[src/rtl/spi_xfer_sched_pkg.sv]
// spi_xfer_sched_pkg: shared widths and FSM encoding for the SPI transfer scheduler.
package spi_xfer_sched_pkg;
  localparam int DATA_W_DEF = 16;
  localparam int CNT_W_DEF = 8;
  typedef enum logic [2:0] {IDLE, SETUP, LOAD, XFER, GAP, HOLD} state_e;
endpackage

[src/rtl/spi_xfer_sched_if.sv]
// spi_xfer_sched_if: FIFO, engine and control signals of the transfer scheduler.
interface spi_xfer_sched_if
  import spi_xfer_sched_pkg::*;
#(
  parameter int DATA_W = DATA_W_DEF,
  parameter int CNT_W = CNT_W_DEF
);
  logic i_enable;
  logic i_start;
  logic [CNT_W-1:0] i_burst_len;
  logic i_txf_empty;
  logic [DATA_W-1:0] i_txf_data;
  logic o_txf_rd_en;
  logic o_eng_start;
  logic [DATA_W-1:0] o_eng_data;
  logic i_eng_done;
  logic [DATA_W-1:0] i_eng_rx_data;
  logic i_rxf_full;
  logic o_rxf_wr_en;
  logic [DATA_W-1:0] o_rxf_data;
  logic o_cs_n;
  logic o_busy;
  logic o_frame_done;
  logic o_rx_ovf;
  logic i_clr_ovf;
  logic o_underrun;
  modport master (
    input i_enable, i_start, i_burst_len, i_txf_empty, i_txf_data, i_eng_done, i_eng_rx_data,
    input i_rxf_full, i_clr_ovf,
    output o_txf_rd_en, o_eng_start, o_eng_data, o_rxf_wr_en, o_rxf_data, o_cs_n, o_busy,
    output o_frame_done, o_rx_ovf, o_underrun
  );
  modport slave (
    output i_enable, i_start, i_burst_len, i_txf_empty, i_txf_data, i_eng_done, i_eng_rx_data,
    output i_rxf_full, i_clr_ovf,
    input o_txf_rd_en, o_eng_start, o_eng_data, o_rxf_wr_en, o_rxf_data, o_cs_n, o_busy,
    input o_frame_done, o_rx_ovf, o_underrun
  );
endinterface

[src/rtl/spi_sched_dly_cnt.sv]
// spi_sched_dly_cnt: loadable down-counter with zero flag for CS setup/gap/hold and stall timing.
module spi_sched_dly_cnt
  import spi_xfer_sched_pkg::*;
#(
  parameter int W = CNT_W_DEF
) (
  input  logic         clk,
  input  logic         rst,
  input  logic         load_i,
  input  logic [W-1:0] val_i,
  output logic         zero_o
);
  logic [W-1:0] cnt_q, cnt_d;
  always_comb cnt_d = load_i ? val_i : (cnt_q != '0 ? cnt_q - 1'b1 : cnt_q);
  always_ff @(posedge clk) cnt_q <= rst ? '0 : cnt_d;
  assign zero_o = cnt_q == '0;
endmodule

[src/rtl/spi_xfer_sched.sv]
// spi_xfer_sched: frames TX FIFO words into SPI engine transfers and pushes RX words back.
// Define SPI_SCHED_STALL_TIMEOUT_EN to abort burst frames starved for STALL_MAX cycles.
module spi_xfer_sched
  import spi_xfer_sched_pkg::*;
#(
  parameter int CNT_W = CNT_W_DEF,
  parameter int CS_SETUP = 2,
  parameter int IDLE_GAP = 1,
  parameter int CS_HOLD = 2,
  parameter int STALL_MAX = 255
) (
  input logic i_clk,
  input logic i_rst,
  spi_xfer_sched_if.master bus
);
  state_e state_q, state_d;
  logic [CNT_W-1:0] rem_q, rem_d, dly_val;
  logic cont_q, cont_d, cs_n_q, fd_q, ovf_q, launch, push, drop, dly_zero;
`ifdef SPI_SCHED_STALL_TIMEOUT_EN
  logic stall_abort, unr_q;
`endif
  always_comb begin
    state_d = state_q;
    rem_d = rem_q;
    cont_d = cont_q;
    launch = 1'b0;
    push = 1'b0;
    drop = 1'b0;
`ifdef SPI_SCHED_STALL_TIMEOUT_EN
    stall_abort = 1'b0;
`endif
    case (state_q)
      IDLE: if (bus.i_enable && bus.i_start && !bus.i_txf_empty) begin
        state_d = SETUP;
        rem_d = bus.i_burst_len;
        cont_d = bus.i_burst_len == '0;
      end
      SETUP: state_d = !bus.i_enable ? HOLD : dly_zero ? LOAD : SETUP;
      LOAD: begin
        if (!bus.i_enable) state_d = HOLD;
        else if (!bus.i_txf_empty) begin
          launch = 1'b1;
          state_d = XFER;
        end
        else if (cont_q) state_d = HOLD;
`ifdef SPI_SCHED_STALL_TIMEOUT_EN
        else if (dly_zero) begin
          state_d = HOLD;
          stall_abort = 1'b1;
        end
`endif
      end
      XFER: if (bus.i_eng_done) begin
        push = !bus.i_rxf_full;
        drop = bus.i_rxf_full;
        rem_d = rem_q - 1'b1;
        state_d = (!bus.i_enable || (!cont_q && rem_q == CNT_W'(1))) ? HOLD : IDLE_GAP == 0 ? LOAD : GAP;
      end
      GAP: state_d = !bus.i_enable ? HOLD : dly_zero ? LOAD : GAP;
      HOLD: state_d = dly_zero ? IDLE : HOLD;
      default: state_d = IDLE;
    endcase
  end
  // The shared counter is reloaded on every state change; LOAD gets the stall budget.
  always_comb dly_val = state_d == SETUP ? CNT_W'(CS_SETUP - 1) :
                        state_d == GAP   ? CNT_W'(IDLE_GAP - 1) :
                        state_d == HOLD  ? CNT_W'(CS_HOLD - 1) : CNT_W'(STALL_MAX - 1);
  spi_sched_dly_cnt #(.W(CNT_W)) u_dly (
    .clk(i_clk), .rst(i_rst), .load_i(state_d != state_q), .val_i(dly_val), .zero_o(dly_zero)
  );
  always_ff @(posedge i_clk) begin
    if (i_rst) begin
      state_q <= IDLE;
      rem_q <= '0;
      cont_q <= 1'b0;
      cs_n_q <= 1'b1;
      fd_q <= 1'b0;
      ovf_q <= 1'b0;
    end else begin
      state_q <= state_d;
      rem_q <= rem_d;
      cont_q <= cont_d;
      cs_n_q <= state_d == IDLE;
      fd_q <= state_q == HOLD && state_d == IDLE;
      ovf_q <= drop | (ovf_q & ~bus.i_clr_ovf);
    end
  end
`ifdef SPI_SCHED_STALL_TIMEOUT_EN
  always_ff @(posedge i_clk) unr_q <= i_rst ? 1'b0 : stall_abort | (unr_q & ~bus.i_clr_ovf);
  assign bus.o_underrun = unr_q;
`else
  assign bus.o_underrun = 1'b0;
`endif
  assign bus.o_txf_rd_en = launch;
  assign bus.o_eng_start = launch;
  assign bus.o_eng_data = bus.i_txf_data;
  assign bus.o_rxf_wr_en = push;
  assign bus.o_rxf_data = bus.i_eng_rx_data;
  assign bus.o_cs_n = cs_n_q;
  assign bus.o_busy = state_q != IDLE;
  assign bus.o_frame_done = fd_q;
  assign bus.o_rx_ovf = ovf_q;
endmodule

[src/flat_wrapper.sv]
// flat-port wrapper written by rule: the top's interface ports become plain ports
module spi_xfer_sched_flat import spi_xfer_sched_pkg::*;
#(
  parameter int CNT_W = CNT_W_DEF,
  parameter int CS_SETUP = 2,
  parameter int IDLE_GAP = 1,
  parameter int CS_HOLD = 2,
  parameter int STALL_MAX = 255
)
  (i_clk, i_rst, bus_i_enable, bus_i_start, bus_i_burst_len, bus_i_txf_empty, bus_i_txf_data, bus_i_eng_done, bus_i_eng_rx_data, bus_i_rxf_full, bus_i_clr_ovf, bus_o_txf_rd_en, bus_o_eng_start, bus_o_eng_data, bus_o_rxf_wr_en, bus_o_rxf_data, bus_o_cs_n, bus_o_busy, bus_o_frame_done, bus_o_rx_ovf, bus_o_underrun);
  spi_xfer_sched_if #(.CNT_W(CNT_W)) bus_i ();
  input logic i_clk;
  input logic i_rst;
  input wire logic [$bits(bus_i.i_enable)-1:0] bus_i_enable;
  input wire logic [$bits(bus_i.i_start)-1:0] bus_i_start;
  input wire logic [$bits(bus_i.i_burst_len)-1:0] bus_i_burst_len;
  input wire logic [$bits(bus_i.i_txf_empty)-1:0] bus_i_txf_empty;
  input wire logic [$bits(bus_i.i_txf_data)-1:0] bus_i_txf_data;
  input wire logic [$bits(bus_i.i_eng_done)-1:0] bus_i_eng_done;
  input wire logic [$bits(bus_i.i_eng_rx_data)-1:0] bus_i_eng_rx_data;
  input wire logic [$bits(bus_i.i_rxf_full)-1:0] bus_i_rxf_full;
  input wire logic [$bits(bus_i.i_clr_ovf)-1:0] bus_i_clr_ovf;
  output wire logic [$bits(bus_i.o_txf_rd_en)-1:0] bus_o_txf_rd_en;
  output wire logic [$bits(bus_i.o_eng_start)-1:0] bus_o_eng_start;
  output wire logic [$bits(bus_i.o_eng_data)-1:0] bus_o_eng_data;
  output wire logic [$bits(bus_i.o_rxf_wr_en)-1:0] bus_o_rxf_wr_en;
  output wire logic [$bits(bus_i.o_rxf_data)-1:0] bus_o_rxf_data;
  output wire logic [$bits(bus_i.o_cs_n)-1:0] bus_o_cs_n;
  output wire logic [$bits(bus_i.o_busy)-1:0] bus_o_busy;
  output wire logic [$bits(bus_i.o_frame_done)-1:0] bus_o_frame_done;
  output wire logic [$bits(bus_i.o_rx_ovf)-1:0] bus_o_rx_ovf;
  output wire logic [$bits(bus_i.o_underrun)-1:0] bus_o_underrun;
  assign bus_i.i_enable = bus_i_enable;
  assign bus_i.i_start = bus_i_start;
  assign bus_i.i_burst_len = bus_i_burst_len;
  assign bus_i.i_txf_empty = bus_i_txf_empty;
  assign bus_i.i_txf_data = bus_i_txf_data;
  assign bus_i.i_eng_done = bus_i_eng_done;
  assign bus_i.i_eng_rx_data = bus_i_eng_rx_data;
  assign bus_i.i_rxf_full = bus_i_rxf_full;
  assign bus_i.i_clr_ovf = bus_i_clr_ovf;
  assign bus_o_txf_rd_en = bus_i.o_txf_rd_en;
  assign bus_o_eng_start = bus_i.o_eng_start;
  assign bus_o_eng_data = bus_i.o_eng_data;
  assign bus_o_rxf_wr_en = bus_i.o_rxf_wr_en;
  assign bus_o_rxf_data = bus_i.o_rxf_data;
  assign bus_o_cs_n = bus_i.o_cs_n;
  assign bus_o_busy = bus_i.o_busy;
  assign bus_o_frame_done = bus_i.o_frame_done;
  assign bus_o_rx_ovf = bus_i.o_rx_ovf;
  assign bus_o_underrun = bus_i.o_underrun;
  spi_xfer_sched #(.CNT_W(CNT_W), .CS_SETUP(CS_SETUP), .IDLE_GAP(IDLE_GAP), .CS_HOLD(CS_HOLD), .STALL_MAX(STALL_MAX)) u_core (.i_clk(i_clk), .i_rst(i_rst), .bus(bus_i));
endmodule
[config.mk]
export PLATFORM = sky130hd
export DESIGN_NAME = spi_xfer_sched_flat
export DESIGN_NICKNAME = d
export VERILOG_FILES = /design/src/rtl/spi_xfer_sched_pkg.sv /design/src/rtl/spi_xfer_sched_if.sv /design/src/rtl/spi_sched_dly_cnt.sv /design/src/rtl/spi_xfer_sched.sv /design/src/flat_wrapper.sv
export SDC_FILE = /design/constraint.sdc
export NUM_CORES = 1
export LEC_CHECK = 0
export ABC_AREA = 1
export BUFFER_PORTS_ARGS = -buffer_cell sky130_fd_sc_hd__clkbuf_2
export CELL_PAD_IN_SITES_DETAIL_PLACEMENT = 1
export CELL_PAD_IN_SITES_GLOBAL_PLACEMENT = 2
export CORE_MARGIN = 2
export CORE_UTILIZATION = 24
export CTS_BUF_LIST = sky130_fd_sc_hd__clkbuf_8
export DETAILED_ROUTE_END_ITERATION = 10
export GPL_ROUTABILITY_DRIVEN = 0
export PLACE_DENSITY = 0.85
export SYNTH_ARGS = -nofsm -noshare
export SYNTH_HDL_FRONTEND = slang
export SYNTH_HIERARCHICAL = 1
export SYNTH_SLANG_ARGS = --single-unit
[constraint.sdc]
create_clock -name i_clk -period 2.7 [get_ports i_clk]
set_input_delay 0.81 -clock i_clk [delete_from_list [all_inputs] [get_ports i_clk]]
set_output_delay 0.81 -clock i_clk [all_outputs]
set_load 0.01 [all_outputs]
Word-level counts from Yosys, hierarchy flattened --
Index checks and enable logic that the tools add are counted. W data, S select, Z words.
Word-level totals: output and inout port bits 40, flip-flop bits (word level) 23, input port bits 48, word-level logic and storage cells 70
Cells by class: bitwise operators 3, add/sub/neg operators 2, equal/unequal tests 12, reduce and logical (&&, ||, !) cells 19, muxes and demuxes 27
Operator list (count):
- $mux W8 | 7
- $mux W3 | 9
- $pmux W3 S6 | 1
- $logic_not A8 Y1 | 2
- $pmux W8 S2 | 1
- $sub A8 B1 Y8 const B | 2
- $eq A3 B3 Y1 const B | 4
- $eq A8 B1 Y1 const B | 1
- $mux W1 | 8
- $reduce_bool A8 Y1 | 1
- $eq A3 B1 Y1 const B | 2
- $eq A3 B2 Y1 const B | 2
- $logic_not A3 Y1 | 2
- $logic_and A1 B1 Y1 | 4
- $logic_not A1 Y1 | 4
- $reduce_bool A2 Y1 | 2
- $ne A3 B3 Y1 | 1
- $reduce_and A3 Y1 | 1
- $reduce_bool A3 Y1 | 1
- $mux W2 | 1
- $ne A2 B1 Y1 const B | 1
- $ne A2 B2 Y1 const B | 1
- $reduce_and A2 Y1 | 1
- $and A1 B1 Y1 | 1
- other kinds (3) | 3

Longest topological paths before layout --
Gate-level depths: netlist of run 1.
word-level depth 11, depth in mapped cells 18, depth with buffers taken out 18

Modules after synthesis --
The synthesis of run 1 kept the hierarchy.
Modules (own cells, without submodules):
- spi_xfer_sched | times used 1, cells each 221, area an instance 1406.3 um^2
- spi_sched_dly_cnt | times used 1, cells each 78, area an instance 518.0 um^2

Worst setup path before layout of run 1 --
OpenSTA, ideal clock, no wires.
path type register -> register, from register u_core.u_dly.cnt_q[0], to register u_core.u_dly.cnt_q[7], stages on the path, launching flop included 19, period minus slack after synthesis 2.169 ns, slack 0.531 ns, arrival time 2.056 ns, setup time 0.112 ns, cell sequence dfxtp_1 inv_1 ha_1 nand2_4 nor2_8 nand2_1 nand3_1 nand2_1 inv_1 nand3_1 nand2_1 nand2_1 nor2_1 nand2_1 inv_2 buf_2 nand2_1 nor2_1 nor2_2
On the way: longest elaborated chain between the ends 9, elaborated cells between the ends (all ways) 19, classes of those cells 1 x add/sub; 4 x eq/ne; 11 x mux; 3 x reduce/logical
RTL lines:
- start, declared | RTL line spi_sched_dly_cnt.sv:13 | logic [W-1:0] cnt_q, cnt_d;
- start signal, assigned | RTL line spi_sched_dly_cnt.sv:15 | always_ff @(posedge clk) cnt_q <= rst ? '0 : cnt_d;
- $logic_not A8 Y1 (*) | RTL line spi_sched_dly_cnt.sv:16 | assign zero_o = cnt_q == '0;
- named net u_core.dly_zero | RTL line spi_xfer_sched.sv:18 | logic cont_q, cont_d, cs_n_q, fd_q, ovf_q, launch, push, drop, dly_zero;
- $mux W2 / $mux W3 (equally long branches) | RTL line spi_xfer_sched.sv:38, spi_xfer_sched.sv:59
- $mux W3, on equally long branches | RTL line spi_xfer_sched.sv:38, spi_xfer_sched.sv:59
- $pmux W3 S6 (*) | RTL line spi_xfer_sched.sv:32 | case (state_q)
- $eq A3 B3 Y1 | RTL line spi_xfer_sched.sv:67 | state_d == HOLD ? CNT_W'(CS_HOLD - 1) : CNT_W'(STALL_MAX - 1);
- $mux W8 | RTL line spi_xfer_sched.sv:67
- $mux W8 | RTL line spi_xfer_sched.sv:66 | state_d == GAP ? CNT_W'(IDLE_GAP - 1) :
- $mux W8 | RTL line spi_xfer_sched.sv:65 | always_comb dly_val = state_d == SETUP ? CNT_W'(CS_SETUP - 1) :
- $mux W8 | RTL line spi_sched_dly_cnt.sv:14 | always_comb cnt_d = load_i ? val_i : (cnt_q != '0 ? cnt_q - 1'b1 : cnt_q);
Mark *: on every way through the listed nets, which the timed path passes. The rest lies on a longest branch. The select of a mux whose other input is x is not followed. A chain may end at the register's enable or synchronous reset.

Final worst setup path of run 1 --
from register u_core.u_dly.cnt_q[0], to register u_core.u_dly.cnt_q[5]
The elaborated chain is that of the path after synthesis.

==> summary.log, run 1 <==
[worst_setup_path] cell type with the highest occurrence count on the critical path sky130_fd_sc_hd__nand2_1
[floorplan] starting density of the core 24.8%
[clock_network] clock tree root driver cell sky130_fd_sc_hd__clkbuf_8
[synthesis] compound-cell area share of the yosys netlist 9.62%
[sta] worst hold-check slack 472 ps
[worst_setup_path] critical path's largest stage delay 330 ps
[floorplan] die area 8750 um2
[power] power density over the cells 843 nW/um2
[synthesis] area share of and/or/nand/nor cells after synthesis 39.0%
[synthesis] combined area of all synthesized cells 1920 um2
[sta] unrepaired setup endpoints after global routing no
[floorplan] horizontal die dimension 93.5 um
[power] portion of total power attributed to combinational logic 56.1%
[power] relative contribution of sequential cells to total power 30.0%
[grt] global route total overflow 0
[synthesis] fraction of the mapped netlist area in adder cells 1.95%
[sta] fmax 0.426 GHz
[floorplan] row count 32
[run] maxcap violations 0
[finish] share of layout cells above drive strength 1 20.7%
[worst_setup_path] kind of start point of the critical path flop
[power] Switch Pwr 783 uW
[min_path] beginning of the worst hold path u_core/bus.o_rx_ovf$_SDFF_PP0_
[worst_setup_path] category of cells accounting for the largest share of critical-path delay simple AND/OR/NAND/NOR gates
[placed_design] port buffer count 22
[synthesis] average cell area after synthesis 6.44 um2
[synthesis] synthesized-area fraction occupied by xor and xnor cells 1.82%
[clock_network] number of buffers on the longest clock path 2
[clock_network] setup fix buffers added after clock tree synthesis 0
[synthesis] YS warnings 6
[power] Clock Power Share 13.9%
[floorplan] core area 7770 um2
[sta] final-report setup violation count 0
[clock_network] Inserted Clock Buffers 3
[route] wire length per cell 12.4 um
[route] Initial DRT Pass Iterations 4
[worst_setup_path] startpoint of the most critical register-to-register path u_core/u_dly/cnt_q[0]$_SDFFE_PP0P_
[worst_setup_path] category of the worst setup path capture point flop
[worst_setup_path] arrival time at the worst endpoint 2560 ps
[power] internal cell power 848 uW
[clock_network] Clk Latency, worst-skew pair 270 ps
[min_path] worst hold-check path type reg2reg
[clock_network] hold buffer count at CTS 0
[sta] final-report hold violation count 0
[synthesis] Seq/Total Area, Yosys 23.9%
[grt] via count of the first global-routing pass 1,750
[synthesis] flip-flop and latch count after synthesis 23
[worst_setup_path] number of buffers and inverters on the critical path 3
[synthesis] post-synthesis net count 350
[worst_setup_path] class of the most critical setup path reg2reg
[finish] share of the core filled with cells 24.9%
[finish] final net count 342
[worst_setup_path] sequence of cells on the critical path inv_1 > ha_1 > nand2_4 > nor2_8 > nand2_1 > nand3_1 > nand2_1 > inv_1 > nand3_1 > nand2_1 > nand2_1 > nor2_1 > nand2_1 > inv_2 > nor2_1 > a21oi_1 > nand2_1 > nor2_1
[clock_network] deepest level of the CTS H-tree 1
[worst_setup_path] highest fanout seen on the critical path 15
[clock_network] number of gates resized after cts 0
[placed_design] dpl hpwl 3820 um
[sta] minimum period implied by the final worst setup slack 2350 ps
[route] number of DRC violations after detailed-routing iteration 0 34
[outcome] status finished clean
[grt] number of antenna violations at the first check in global routing 0
[clock_network] clock net sink count 23
[finish] number of diodes added for antenna fixing 0
[clock_network] Clock Pin Slew Worst Setup and Hold Paths 90 ps
[sta] final-report max-slew violation count 0
[floorplan] height of the die 93.5 um
[synthesis] largest family of logic cells by synthesized area simple AND/OR/NAND/NOR gates
[finish] Layout Area Growth over Synthesis 0.585%
[power] fraction of power spent switching nets 48.0%
[synthesis] instance count of the mapped netlist 299
[finish] fillcell total 1,043
[floorplan] # IOs 88
[synthesis] portion of netlist area occupied by mux cells 0%
[synthesis] count of unique library cells instantiated by Yosys 31
[route] total wirelength of the detailed-routed design 4860 um
[power] maximum VDD drop 206 uV
[power] leakage 0.000992 uW
[grt] pin count of the biggest net entering global routing 16
[sta] Clock Skews 8.20 ps
[grt] total track usage 11.8%
[sta] final sum of negative setup slack 0 ps
[grt] wire length of the first global-routing pass 8290 um
[worst_setup_path] start point of the critical path u_core/u_dly/cnt_q[0]$_SDFFE_PP0P_
[worst_setup_path] Slowest cell on crit path sky130_fd_sc_hd__dfxtp_1
[route] remaining antenna violation count 0
[worst_setup_path] required time of the worst setup path 2910 ps
[route] average vias per placed instance 4.35
[clock_network] clock tree from TritonCTS done
[route] via count of the routed design 1,705
[route] remaining routing DRC violations 0
[sta] period utilisation layout 87.0%
-- worst min-delay path: cells and delay by family (launching register included) --
family | cells | cell delay (ps)
AND/OR/NAND/NOR | 1 | 60
AO/OA/AOI/OAI | 1 | 50
flip-flops | 1 | 320
-- worst paths after layout --
check,end,depth (start not counted),slack [ps]
min reg2reg,u_core/bus.o_rx_ovf$_SDFF_PP0_,2,470
max,u_core/u_dly/cnt_q[5]$_SDFFE_PP0P_,18,350
max reg2reg,u_core/u_dly/cnt_q[5]$_SDFFE_PP0P_,18,350
min,u_core/bus.o_rx_ovf$_SDFF_PP0_,2,470
-- metrics by stage --
stage,cell area [um2],setup slack [ps],power [uW],std cells
2_1_floorplan,1920,531,1250,299
6_report,1940,351,1630,392
3_5_place_dp,1890,135,1420,388
4_1_cts,1940,327,1650,392
5_1_grt,1940,14.1,1810,392
3_3_place_gp,1890,177,1410,388
-- Yosys cell counts (all sizes together) --
cell type  count  share of area, %
a21oi         17               4.4
a31oi          1              0.33
buf           39                16
clkinv         1              0.19
conb           1              0.19
dfxtp         23                24
ha             3               2.0
inv           39               7.6
nand2         73                16
nand3         24               6.8
nand3b         2              0.78
nand4          8               2.6
nor2          40                10
nor3           1              0.26
nor3b          1              0.39
nor4           2              0.65
o211ai         1              0.39
o21ai         14               3.8
o31ai          1              0.65
or2            4               1.3
xor2           4               1.8
-- final cells by class --
cell class	instances	area, um2	share of cell area, %
clock buffer	3	41.3	2.13
inverter	40	150	7.76
sequential	23	460	23.8
timing repair buffer	26	140	7.24
multi-input combinational	197	1010	52.3
tap	102	128	6.59
clock inverter	1	3.75	0.194
-- placed cells by master, fill, tap and decap left out, drive strengths merged --
master   n
buf      4
clkinv   1
nand3   24
o211ai   1
a21oi   17
nor3b    1
nor4     2
nand3b   2
xor2     4
o31ai    1
clkbuf  25
nor2    40
conb     1
dfxtp   23
nand4    8
a31oi    1
or2      4
nand2   73
ha       3
o21ai   14
inv     40
nor3     1
-- cell families after synthesis --
logic type,count (synthesis)
compound gates,34
xor+xnor,4
fa+ha+maj,3
buf+inv,79
flops,23
other cells,1
simple gates,155
-- power by group through the flow --
stage	registers (uW)	clock network [uW]	logic (uW)
4_1_cts	491	238	924
6_report	489	227	915
5_1_grt	500	253	1060
3_3_place_gp	499	0	910
2_1_floorplan	476	0	776
3_5_place_dp	498	0	921
-- metal layers --
| metal | up-vias | GRT usage, % | part of all wire [%] |
|---|---|---|---|
| met2 | 27 | 19.6 | 46 |
| li1 | 890 | - | - |
| met3 | 8 | 2.58 | 3.9 |
| met4 | 0 | 3.62 | 1.3 |
| met5 | - | 0 | 0 |
| met1 | 780 | 15.4 | 49 |
-- registers in the layout, summed over array words and instances, names as in the netlist --
name	count
u_core/bus.o_rx_ovf	1
u_core/u_dly/cnt_q	8
u_core/bus.o_cs_n	1
u_core/rem_q	8
u_core/state_q	3
u_core/bus.o_frame_done	1
u_core/cont_q	1
No activity file was read; power rests on OpenSTA's default activity.
==> run 2, diff against run 1 <==
Settings changed: SETUP_SLACK_MARGIN from default to 0.15.
Clock period 2.7 ns to 2.6 ns, I/O delays scaled along.
==> run 2 against run 1 <==
Flip-flop and latch count unchanged. Global-route usage decreased by 0.055 points. Cell area increased by 1.4%. Combinational power increased by 10%. Count of clock-buffer cells in the layout unchanged. Largest power group unchanged.
==> summary.log, run 2 (synthesis gave the netlist of run 1 again) <==
[power] post-route total power 1760 uW
[sta] Clock Skews 5.89 ps
[route] remaining antenna violation count 0
[floorplan] die area 8750 um2
[worst_setup_path] category of cells accounting for the largest share of critical-path delay flip-flops
[route] number of DRC violations after detailed-routing iteration 0 40
[outcome] status finished clean
[clock_network] clock net sink count 23
[power] fraction of power spent switching nets 46.9%
[floorplan] # IOs 88
[route] wire length per cell 12.0 um
[route] Initial DRT Pass Iterations 4
[route] total wirelength of the detailed-routed design 4740 um
[clock_network] clock tree root driver cell sky130_fd_sc_hd__clkbuf_8
[finish] number of diodes added for antenna fixing 0
[floorplan] horizontal die dimension 93.5 um
[sta] unrepaired setup endpoints after global routing no
[floorplan] core area 7770 um2
[min_path] worst hold path depth 2
[route] remaining routing DRC violations 0
[clock_network] Clk Latency, worst-skew pair 270 ps
[sta] final-report setup violation count 0
[placed_design] port buffer count 22
[clock_network] Inserted Clock Buffers 3
[worst_setup_path] FF-to-FF setup slack 430 ps
[power] power density over the cells 898 nW/um2
[power] Clock Power Share 13.2%
[worst_setup_path] number of buffers and inverters on the critical path 2
[worst_setup_path] sequence of cells on the critical path nand4_1 > buf_4 > nor2_1 > clkbuf_2
[power] leakage 0.000998 uW
[power] maximum VDD drop 194 uV
[clock_network] Clock Pin Slew Worst Setup and Hold Paths 90 ps
[finish] share of layout cells above drive strength 1 22.6%
[clock_network] hold buffer count at CTS 0
[finish] registers with the most flip-flops u_core/rem_q x8, u_core/u_dly/cnt_q x8, u_core/state_q x3
[grt] global route total overflow 0
[power] portion of total power attributed to combinational logic 57.3%
[worst_setup_path] category of the worst setup path capture point output pin
[sta] fmax 0.444 GHz
[sta] period utilisation layout 86.6%
[grt] number of antenna violations at the first check in global routing 0
[route] average vias per placed instance 4.40
[grt] total track usage 11.8%
[worst_setup_path] Slowest cell on crit path sky130_fd_sc_hd__dfxtp_1
[floorplan] starting density of the core 24.8%
[finish] Layout Area Growth over Synthesis 1.95%
[sta] final sum of negative setup slack 0 ps
[run] maxcap violations 0
[worst_setup_path] instance count on the critical path 4
[sta] final-report hold violation count 0
[power] internal cell power 936 uW
[clock_network] number of buffers on the longest clock path 2
[worst_setup_path] highest fanout seen on the critical path 9
[finish] commonest cells after routing, fill and taps aside sky130_fd_sc_hd__nand2_1, sky130_fd_sc_hd__inv_1, sky130_fd_sc_hd__nor2_1, sky130_fd_sc_hd__dfxtp_1
[min_path] worst hold-check path type reg2reg
[worst_setup_path] critical path's largest stage delay 560 ps
[worst_setup_path] kind of start point of the critical path flop
[worst_setup_path] class of the most critical setup path reg2out
[finish] most common library cell in the layout ignoring fill and taps sky130_fd_sc_hd__nand2_1
[route] via count of the routed design 1,733
[floorplan] height of the die 93.5 um
[grt] pin count of the biggest net entering global routing 16
[worst_setup_path] arrival time at the worst endpoint 1470 ps
[worst_setup_path] required time of the worst setup path 1820 ps
[placed_design] dpl hpwl 3820 um
[power] Switch Pwr 826 uW
[grt] via count of the first global-routing pass 1,837
[worst_setup_path] depth of the most critical reg-to-reg path 17
[power] relative contribution of sequential cells to total power 29.5%
[sta] minimum period implied by the final worst setup slack 2250 ps
[clock_network] clock tree from TritonCTS done
[clock_network] deepest level of the CTS H-tree 1
[sta] final-report max-slew violation count 0
[finish] final net count 344
[grt] wire length of the first global-routing pass 8490 um
[floorplan] row count 32
[run 2: cell types whose count changed in the layout (fill, tap and decap cells not counted), sizes merged]
cell    delta
buf        +2
clkinv     +2
inv        -2
[run 2: layer usage]
metal  part of all wire (%)  global-route usage (%)  up-vias
met5                      0                       0        -
met4                   0.76                    2.66        0
met3                    4.1                    2.18        6
met2                     46                    19.9       33
met1                     50                    15.6      796
li1                       -                       -      898
[run 2: power groups by stage]
stage,Sequential [uW],Clock [uW],Combinational (uW)
after floorplan,494,0,806
after global placement,525,0,936
after detailed placement,527,0,956
after CTS,518,246,961
after global routing,535,261,1180
final,520,232,1010
[run 2: worst register-to-register path, cell delays in order (launching register included)]
cell and delay (ps):
sky130_fd_sc_hd__dfxtp_1 340, sky130_fd_sc_hd__inv_2 90, sky130_fd_sc_hd__ha_2 210, sky130_fd_sc_hd__nand2_4 80, sky130_fd_sc_hd__nor2_8 140, sky130_fd_sc_hd__nand2_1 90
sky130_fd_sc_hd__nand3_1 90, sky130_fd_sc_hd__nand2_1 50, sky130_fd_sc_hd__inv_1 80, sky130_fd_sc_hd__nand3_1 120, sky130_fd_sc_hd__nand2_1 80, sky130_fd_sc_hd__nand2_1 50
sky130_fd_sc_hd__nor2_1 110, sky130_fd_sc_hd__nand2_2 90, sky130_fd_sc_hd__buf_4 160, sky130_fd_sc_hd__o21ai_1 160, sky130_fd_sc_hd__nand2_1 70, sky130_fd_sc_hd__a21oi_1 110
[run 2: final cells by class]
cell class	count	area (um2)
fillers	1031	5810
multi-input cells	197	1020
flip-flops and latches	23	460
repair buffers	28	155
inverters	40	155
well taps	102	128
clock buffers	3	41.3
clock inverters	1	5.00
[run 2: worst paths after layout]
| path | from | end |
|---|---|---|
| max reg2reg | u_core/u_dly/cnt_q[0]$_SDFFE_PP0P_ | u_core/u_dly/cnt_q[1]$_SDFFE_PP0P_ |
| min reg2reg | u_core/bus.o_rx_ovf$_SDFF_PP0_ | u_core/bus.o_rx_ovf$_SDFF_PP0_ |
| max | u_core/state_q[0]$_SDFF_PP0_ | bus_o_rxf_wr_en |
| min | u_core/bus.o_rx_ovf$_SDFF_PP0_ | u_core/bus.o_rx_ovf$_SDFF_PP0_ |
[run 2: metrics by stage]
step,setup slack (ps),cell area [um2],cells,hold WS [ps],util (%)
finish,348,1960,394,476,25.3
global route,159,1960,394,513,25.3
CTS,274,1940,392,488,24.9
detailed placement,140,1890,388,474,24.3
global placement,144,1890,388,455,24.3
floorplan,431,1920,299,462,-
[run 2: repair_timing]
action	in CTS	in global routing
buffers inserted	0	2
resized for setup	0	7
setup endpoints to repair	0	8
==> run 3, diff against run 2 <==
Settings changed: CTS_CLUSTER_SIZE from default to 24, SYNTH_HIERARCHICAL 1 to default.
==> run 3 against run 2 <==
Flip-flop and latch count is the same. First-iteration DRC count unchanged. Fmax is 1.4% lower. Critical endpoint unchanged. Highest routed layer unchanged.
==> summary.log, run 3 <==
[outcome] status finished clean
[grt] global route total overflow 0
[grt] number of antenna violations at the first check in global routing 0
[placed_design] dpl hpwl 3570 um
[sta] fmax 0.438 GHz
[power] portion of total power attributed to combinational logic 53.9%
[route] total wirelength of the detailed-routed design 4540 um
[grt] via count of the first global-routing pass 1,594
[worst_setup_path] arrival time at the worst endpoint 1500 ps
[sta] final-report setup violation count 0
[synthesis] most common cell in the netlist sky130_fd_sc_hd__nand2_1
[floorplan] height of the die 91.5 um
[synthesis] post-synthesis net count 325
[run] maxcap violations 0
[finish] commonest cells after routing, fill and taps aside sky130_fd_sc_hd__nand2_1, sky130_fd_sc_hd__nor2_1, sky130_fd_sc_hd__inv_1, sky130_fd_sc_hd__dfxtp_1, sky130_fd_sc_hd__clkbuf_2
[synthesis] combined area of all synthesized cells 1840 um2
[worst_setup_path] highest fanout seen on the critical path 13
[synthesis] commonest cells in the synthesized netlist sky130_fd_sc_hd__nand2_1, sky130_fd_sc_hd__buf_4, sky130_fd_sc_hd__nor2_1
[synthesis] flip-flop and latch count after synthesis 23
[clock_network] clock tree from TritonCTS done
[min_path] worst hold-check path type reg2reg
[worst_setup_path] kind of start point of the critical path flop
[synthesis] cell types occupying the most area after synthesis sky130_fd_sc_hd__dfxtp_1, sky130_fd_sc_hd__buf_4, sky130_fd_sc_hd__nand2_1
[clock_network] Clk Latency, worst-skew pair 270 ps
[clock_network] number of gates resized after cts 0
[grt] pin count of the biggest net entering global routing 16
[synthesis] async set-reset flop share out of synthesis 0%
[finish] registers with the most flip-flops u_core.rem_q x8, u_core.u_dly.cnt_q x8, u_core.state_q x3
[finish] share of the core filled with cells 25.3%
[route] average vias per placed instance 4.41
[clock_network] Clock Pin Slew Worst Setup and Hold Paths 90 ps
[worst_setup_path] number of buffers and inverters on the critical path 2
[finish] fillcell total 958
[synthesis] average cell area after synthesis 6.74 um2
[finish] number of diodes added for antenna fixing 0
[grt] total track usage 11.1%
[clock_network] setup fix buffers added after clock tree synthesis 0
[sta] final-report hold violation count 0
[synthesis] synthesized-area fraction occupied by xor and xnor cells 4.29%
[floorplan] horizontal die dimension 91.5 um
[route] number of DRC violations after detailed-routing iteration 0 40
[power] internal cell power 833 uW
[power] power density over the cells 830 nW/um2
[worst_setup_path] required time of the worst setup path 1820 ps
[synthesis] compound-cell area share of the yosys netlist 10.3%
[power] fraction of power spent switching nets 45.9%
[route] wire length per cell 12.6 um
[clock_network] hold buffer count at CTS 0
[synthesis] fraction of the mapped netlist area in adder cells 2.72%
[placed_design] port buffer count 22
[clock_network] clock tree root driver cell sky130_fd_sc_hd__clkbuf_8
[sta] period utilisation layout 87.8%
[power] leakage 0.000881 uW
[worst_setup_path] critical path's largest stage delay 380 ps
[clock_network] clock net sink count 23
[clock_network] deepest level of the CTS H-tree 1
[floorplan] die area 8380 um2
[synthesis] largest family of logic cells by synthesized area simple AND/OR/NAND/NOR gates
[sta] final sum of negative setup slack 0 ps
[sta] worst hold-check slack 481 ps
[floorplan] row count 31
[worst_setup_path] Slowest cell on crit path sky130_fd_sc_hd__dfxtp_1
[worst_setup_path] category of cells accounting for the largest share of critical-path delay simple AND/OR/NAND/NOR gates
[floorplan] # IOs 88
[synthesis] Primary FF master, synth sky130_fd_sc_hd__dfxtp_1
[power] post-route total power 1540 uW
[clock_network] Inserted Clock Buffers 3
[grt] wire length of the first global-routing pass 7600 um
[synthesis] area share of and/or/nand/nor cells after synthesis 36.7%
[finish] most common library cell in the layout ignoring fill and taps sky130_fd_sc_hd__nand2_1
[worst_setup_path] category of the worst setup path capture point output pin
[synthesis] instance count of the mapped netlist 273
[power] Switch Pwr 705 uW
[power] Clock Power Share 15.2%
[power] maximum VDD drop 205 uV
[sta] unrepaired setup endpoints after global routing no
[synthesis] portion of netlist area occupied by mux cells 0%
[route] remaining routing DRC violations 0
[synthesis] Synth top area share 25.0%
[synthesis] YS warnings 0
[route] via count of the routed design 1,591
[clock_network] number of buffers on the longest clock path 2
[synthesis] Seq/Total Area, Yosys 25.0%
[route] Initial DRT Pass Iterations 4
[sta] final-report max-slew violation count 0
[floorplan] starting density of the core 25.1%
[finish] share of layout cells above drive strength 1 19.1%
[worst_setup_path] sequence of cells on the critical path inv_2 > nand3_2 > nor3_1 > clkbuf_2
[finish] Layout Area Growth over Synthesis 0.816%
[power] relative contribution of sequential cells to total power 30.9%
[sta] minimum period implied by the final worst setup slack 2280 ps
[route] remaining antenna violation count 0
[synthesis] count of unique library cells instantiated by Yosys 34
[synthesis] largest area contributor in the synthesized netlist sky130_fd_sc_hd__dfxtp_1
[synthesis] number of enable flip-flop cells after synthesis 0
[finish] final net count 315
[sta] Clock Skews 9.66 ps
[worst_setup_path] class of the most critical setup path reg2out
[floorplan] core area 7330 um2
==> run 3: cell types whose count changed in the layout (fill, tap and decap cells not counted), moves of 3 or more <==
cell,before,now
sky130_fd_sc_hd__a21oi_1,17,9
sky130_fd_sc_hd__or2_2,4,0
sky130_fd_sc_hd__buf_4,6,1
sky130_fd_sc_hd__a31oi_1,1,5
sky130_fd_sc_hd__inv_2,6,3
sky130_fd_sc_hd__nand2_1,63,55
sky130_fd_sc_hd__nand4_1,8,2
sky130_fd_sc_hd__inv_1,32,26
sky130_fd_sc_hd__xor2_1,4,7
sky130_fd_sc_hd__nor3_1,1,4
sky130_fd_sc_hd__nand2_2,7,2
==> run 3: worst reg2reg max path, delay by kind of cell, from the launching register on <==
kind	cells	cell delay, ps
AND/OR/NAND/NOR	12	1410
buffers and inverters	2	240
flip-flops	1	380
==> run 3: through the flow <==
stage                     setup WS, ps  std cells  instance area (um2)
final                              316        361                 1850
after global routing               230        361                 1850
after detailed placement           252        357                 1810
after floorplan                    388        273                 1840
after CTS                          312        361                 1850
after global placement             248        357                 1810
==> run 3: final timing paths <==
check | start | to | slack [ps] | depth (start not counted)
max | u_core.state_q[2]$_SDFF_PP0_ | bus_o_rxf_wr_en | 320 | 4
min reg2reg | u_core.bus.o_rx_ovf$_SDFF_PP0_ | u_core.bus.o_rx_ovf$_SDFF_PP0_ | 480 | 2
min | u_core.bus.o_rx_ovf$_SDFF_PP0_ | u_core.bus.o_rx_ovf$_SDFF_PP0_ | 480 | 2
max reg2reg | u_core.state_q[2]$_SDFF_PP0_ | u_core.u_dly.cnt_q[1]$_SDFFE_PP0P_ | 470 | 14
==> run 3: layout make-up <==
| type | count | area (um2) | share of cell area (%) |
|---|---|---|---|
| multi-input combinational | 183 | 997 | 53.8 |
| sequential | 23 | 460 | 24.8 |
| tap | 99 | 124 | 6.68 |
| timing repair buffer | 23 | 118 | 6.34 |
| inverter | 29 | 109 | 5.87 |
| clock buffer | 3 | 41.3 | 2.23 |
| clock inverter | 1 | 5.00 | 0.270 |
==> run 3: power by group through the flow <==
stage / Sequential (uW) / Combinational (uW) / Clock [uW]
after detailed placement: 483 / 836 / 0
after global routing: 483 / 964 / 257
after CTS: 476 / 843 / 242
after floorplan: 467 / 720 / 0
final: 475 / 830 / 234
after global placement: 481 / 820 / 0
==> run 3: metal layers <==
metal	part of all wire (%)	up-vias	track usage [%]
li1	-	818	-
met1	52	743	15.1
met2	43	24	17.4
met3	3.9	6	1.83
met4	1.3	0	4.17
met5	0	-	0
==> run 3: kinds of logic (layout without fill, tap and decap cells) <==
family / count (synthesis) / after routing
adders and majority gates: 4 / 4
DFF: 23 / 23
buffers and inverters: 67 / 56
xor gates and xnor gates: 9 / 9
other: 1 / 1
and+or+nand+nor: 137 / 137
AOI/OAI and AO/OA: 32 / 32
